**src/rtl/fetch_queue.sv**
```systemverilog
// Dual-issue instruction buffer between imem and the decoder: pairs in, up to two out, flushed on redirect.
// Define FQ_BYPASS_EN to forward an incoming pair straight to the slot outputs when the queue is empty.
module fetch_queue #(
  parameter int DEPTH = 8
) (
  input  logic                     clk,
  input  logic                     rst,
  input  logic                     flush,
  input  logic                     in_valid,
  input  logic [31:0]              in_instr0,
  input  logic [31:0]              in_instr1,
  input  logic [31:0]              in_pc,
  output logic                     in_ready,
  output logic                     out_valid0,
  output logic                     out_valid1,
  output logic [31:0]              out_instr0,
  output logic [31:0]              out_instr1,
  output logic [31:0]              out_pc0,
  output logic [31:0]              out_pc1,
  input  logic [1:0]               out_take,
  output logic [$clog2(DEPTH):0]   count
);
  localparam int AW = $clog2(DEPTH);
  localparam int CW = AW + 1;

  // Handshake: a pair transfers on a cycle where in_valid && in_ready; in_ready depends only on registered count.
  logic [31:0]   instr_q [DEPTH];
  logic [31:0]   instr_d [DEPTH];
  logic [31:0]   pc_q    [DEPTH];
  logic [31:0]   pc_d    [DEPTH];
  logic [AW-1:0] head_q, head_d, tail_q, tail_d;
  logic [CW-1:0] count_q, count_d;

  logic [AW-1:0] head_p1, tail_p1;
  logic [31:0]   pc_plus4;
  logic [1:0]    take_req, take_eff, pop_n, wr_n;
  logic [31:0]   wr_instr0, wr_pc0;
  logic          byp;

  always_comb begin
    pc_plus4 = in_pc + 32'd4;
    head_p1  = head_q + AW'(1);
    tail_p1  = tail_q + AW'(1);
    take_req = (out_take == 2'd3) ? 2'd2 : out_take;
    in_ready = (count_q <= CW'(DEPTH - 2));

    byp = 1'b0;
`ifdef FQ_BYPASS_EN
    byp = rst && (count_q == '0) && in_valid && !flush;
`endif

    // When bypassing, the incoming pair counts as the two available entries.
    if (byp || count_q >= CW'(2))        take_eff = take_req;
    else if (CW'(take_req) > count_q)    take_eff = count_q[1:0];
    else                                 take_eff = take_req;

    wr_instr0 = in_instr0;
    wr_pc0    = in_pc;
    if (byp) begin
      pop_n = 2'd0;
      case (take_eff)
        2'd0:    wr_n = 2'd2;
        2'd1: begin
          wr_n      = 2'd1;
          wr_instr0 = in_instr1;
          wr_pc0    = pc_plus4;
        end
        default: wr_n = 2'd0;
      endcase
    end else begin
      pop_n = take_eff;
      wr_n  = (in_valid && in_ready) ? 2'd2 : 2'd0;
    end

    instr_d = instr_q;
    pc_d    = pc_q;
    head_d  = head_q + AW'(pop_n);
    tail_d  = tail_q + AW'(wr_n);
    count_d = count_q + CW'(wr_n) - CW'(pop_n);
    if (flush) begin
      head_d  = '0;
      tail_d  = '0;
      count_d = '0;
    end else begin
      if (wr_n != 2'd0) begin
        instr_d[tail_q] = wr_instr0;
        pc_d[tail_q]    = wr_pc0;
      end
      if (wr_n == 2'd2) begin
        instr_d[tail_p1] = in_instr1;
        pc_d[tail_p1]    = pc_plus4;
      end
    end
  end

  always_comb begin
    out_valid0 = (count_q != '0);
    out_valid1 = (count_q >= CW'(2));
    out_instr0 = instr_q[head_q];
    out_pc0    = pc_q[head_q];
    out_instr1 = instr_q[head_p1];
    out_pc1    = pc_q[head_p1];
    if (byp) begin
      out_valid0 = 1'b1;
      out_valid1 = 1'b1;
      out_instr0 = in_instr0;
      out_pc0    = in_pc;
      out_instr1 = in_instr1;
      out_pc1    = pc_plus4;
    end
    count = count_q;
  end

  always_ff @(posedge clk or negedge rst) begin
    if (!rst) begin
      head_q  <= '0;
      tail_q  <= '0;
      count_q <= '0;
      for (int i = 0; i < DEPTH; i++) begin
        instr_q[i] <= '0;
        pc_q[i]    <= '0;
      end
    end else begin
      head_q  <= head_d;
      tail_q  <= tail_d;
      count_q <= count_d;
      instr_q <= instr_d;
      pc_q    <= pc_d;
    end
  end
endmodule

```
**config.mk**
```make
export PLATFORM = sky130hd
export DESIGN_NAME = fetch_queue
export DESIGN_NICKNAME = d
export VERILOG_FILES = /design/src/rtl/fetch_queue.sv
export SDC_FILE = /design/constraint.sdc
export NUM_CORES = 1
export LEC_CHECK = 0
export CAP_MARGIN = 20
export CELL_PAD_IN_SITES_DETAIL_PLACEMENT = 0
export CELL_PAD_IN_SITES_GLOBAL_PLACEMENT = 1
export CORE_MARGIN = 4
export CORE_UTILIZATION = 46
export CTS_CLUSTER_DIAMETER = 150
export CTS_CLUSTER_SIZE = 40
export DETAILED_ROUTE_END_ITERATION = 16
export DONT_BUFFER_PORTS = 1
export HOLD_SLACK_MARGIN = 0.06
export PLACE_DENSITY_LB_ADDON = 0.1
export SLEW_MARGIN = 20
export SYNTH_ARGS = -nofsm -noshare
export SYNTH_HDL_FRONTEND = slang
export SYNTH_SLANG_ARGS = --single-unit
```
**constraint.sdc**
```tcl
create_clock -name clk -period 2.8 [get_ports clk]
set_input_delay 0.7 -clock clk [delete_from_list [all_inputs] [get_ports clk]]
set_output_delay 0.7 -clock clk [all_outputs]
set_load 0.05 [all_outputs]
```
==> results.sh <==
export IMPL_outcome="finished with violations"
export IMPL_failed_checks="setup timing"
export IMPL_fp_row_count=89
export IMPL_relSlewSlack_pct=24.8
export IMPL_numCtsBuffers=17
export IMPL_setup_worst_path_start_class="flip-flop"
export IMPL_firstDrtPassIters=5
export IMPL_grt_use_total_pct=25.7
export IMPL_grt_overflow_total=0
export IMPL_synth_nets=2767
export IMPL_die_area_um2=64300
export IMPL_cp_end_kind="output port"
export IMPL_pin_count=237
export IMPL_synth_distinct_cells=46
export IMPL_power_density_nw_per_um2=1350
export IMPL_routed_wl_um=83200
export IMPL_setup_slack_ns=-0.607
export IMPL_clock_latency_ns=0.58
export IMPL_postSynthAreaPerCell_um2=10.5
export IMPL_start_util_pct=46.7
export IMPL_clk_pin_slew_ns=0.15
export IMPL_async_reset_ff_share_pct=100
export IMPL_cts_sinks=521
export IMPL_crit_path_max_fanout=14
export IMPL_area_delta_synth_final_pct=12.1
export IMPL_slew_violations=0
export IMPL_wl_per_cell_um=24.7
export IMPL_rsz0062_at_grt="true"
export IMPL_dp_hpwl_um=47200
export IMPL_antenna_found_initial=0
export IMPL_post_route_period_util_pct=122
export IMPL_die_h_um=254
export IMPL_die_w_um=254
export IMPL_worst_slew_pin_slew_ns=1.13
export IMPL_root_buffer="clkbuf_16"
export IMPL_layout_drive_gt1_share_pct=21.5
export IMPL_cp_required_ns=2.10
export IMPL_synthTopCellsByArea="dfrtp_1 47%, mux4_2 21%, nand2_1 18%, mux2_2 5.2%, o21ai_0 1.7%"
export IMPL_min_period_ns=3.41
export IMPL_io_buffers=0
export IMPL_ir_drop_v=0.000678
export IMPL_ys_warn_count=0
export IMPL_finalHoldViolCount=0
export IMPL_synth_top_area_cell="dfrtp_1"
export IMPL_grt_pass1_wl_um=128000
export IMPL_post_place_ws_ns=-0.0526
export IMPL_cap_violations=0
export IMPL_synth_top_area_share_pct=47.0
export IMPL_ant_nets=0
export IMPL_drt_first_iter_violations=1519
export IMPL_clock_skew_ns=0.0584
export IMPL_clk_path_buf_depth=3
export IMPL_grt_max_degree=522
export IMPL_crit_type="flip-flop to output port"
export IMPL_cts_tree="done"
export IMPL_core_area_um2=59400
export IMPL_num_antenna_cells=0
export IMPL_leakage_uw=0.0146
export IMPL_synthMostInstantiatedCell="nand2_1"
export IMPL_stdcell_count=3372
export IMPL_arrival_ns=2.71
export IMPL_synth_seq_cells=521
export IMPL_hp_class="input pin to asynchronous set/reset pin"
export IMPL_seq_area_frac_synth_pct=47.0
export IMPL_netlist_top_cells_count="1295 x nand2_1, 521 x dfrtp_1, 256 x mux4_2"
export IMPL_postSynthCellCount=2652
export IMPL_num_vias=20000
export IMPL_fmax_mhz=294
export IMPL_finalNetCount=2712
export IMPL_finalSetupViolCount=128
export IMPL_dp_cells=3293
export IMPL_yosys_most_used_dff="dfrtp_1"
export IMPL_h_tree_depth=1
export IMPL_drc=0
export IMPL_routed_via_density=5.92
export IMPL_synth_area_um2=27700
export IMPL_place_congestion=0.797
export IMPL_grt_pass1_vias=20600
export IMPL_synth_edf_count=0
==> through the flow <==
stage | hold slack, ns | power, uW | instance area, um2 | utilization, % | setup TNS, ns
2_1_floorplan | 0.404 | 30500 | 27800 | - | -0.0261
3_3_place_gp | 0.420 | 34600 | 28800 | 48.5 | -0.188
3_5_place_dp | 0.427 | 35100 | 28800 | 48.5 | -0.545
4_1_cts | -0.216 | 41700 | 30800 | 51.9 | -73.84
5_1_grt | 0.126 | 44100 | 31100 | 52.4 | -78.68
6_report | 0.0961 | 41900 | 31100 | 52.4 | -69.61
==> state kept, by name, indices dropped and copies added (netlist names) <==
name     count
instr_q    256
head_q       3
tail_q       2
pc_q       256
count        4
==> kinds of logic after synthesis <==
group	count (synthesis)	share of synthesized area, %
buf+inv	212	3.67
xor+xnor	32	1.01
mux	386	26.1
simple gates	1361	19.2
fa+ha+maj	13	0.668
flops	521	47.0
compound gates	127	2.32
==> power by group <==
| part | internal, uW | total [uW] | switching (uW) | leakage [uW] |
|---|---|---|---|---|
| Sequential | 10600 | 13100 | 2500 | 0.00678 |
| Clock | 1150 | 3570 | 2420 | 0.000228 |
| Combinational | 10700 | 25200 | 14500 | 0.00762 |
| Total | 22500 | 41900 | 19400 | 0.0146 |
==> cell type report <==
class                           count  area, um2
Clock buffer                       19        433
Clock inverter                      2       38.8
Fill cell                        5163      28300
Inverter                           10       37.5
Multi-Input combinational cell   1919      14200
Sequential cell                   521      13100
Tap cell                          773        967
Timing Repair Buffer              128       2310
==> critical path, stage by stage, from the launching register on <==
cell and delay [ns]:
dfrtp_4 0.52, ha_4 0.31, buf_12 0.20, buf_16 0.19
mux4_2 0.51, mux2_4 0.37
==> worst paths after layout <==
kind	startpoint	to	slack, ns	depth (start not counted)
worst max register to register	count[2]$_DFF_PN0_	count[3]$_DFF_PN0_	0.16	10
max in group asynchronous	rst	head_q[1]$_DFF_PN0_	0.35	3
worst min-delay path	rst	pc_q[81]$_DFFE_PN0N_	0.1	1
worst max-delay path	head_q[1]$_DFF_PN0_	out_pc1[22]	-0.61	5
worst min register to register	instr_q[46]$_DFFE_PN0N_	instr_q[46]$_DFFE_PN0N_	0.51	2
min in group clk	flush	count[2]$_DFF_PN0_	0.17	1
==> layout by cell type (no fill, tap or decap), types with 5 or more instances in the layout <==
cell       netlist  routed
nor2_1          11      11
nand2_1       1295    1294
ha_1            10       9
xnor2_1         17      17
o21ai_1         29      30
clkbuf_16        0      22
mux2_4           0     128
mux4_2         256     256
buf_12           0      41
dfrtp_1        521     515
buf_16           0      25
o21ai_0         96      95
inv_1           10      10
nor2b_1          5       5
buf_4            3      43
and3_1           5       5
xor2_1          15      14
nand4_1          5       5
nand3_1          9       9
bufbuf_16        1       9
==> repair_timing <==
| item | in CTS | in global routing |
|---|---|---|
| hold endpoints to repair | 521 | 4 |
| resized for setup | 176 | 12 |
| setup endpoints to repair | 128 | 129 |
| cloned | 23 | 5 |
| buffers inserted | 18 | 14 |
==> layer usage <==
layer  part of all wire [%]  track usage, %
met1                     42            35.5
met2                     49            42.9
met3                    6.4            5.00
met4                    2.2            5.26
met5                      0               0
No activity file was read; power rests on OpenSTA's default activity.
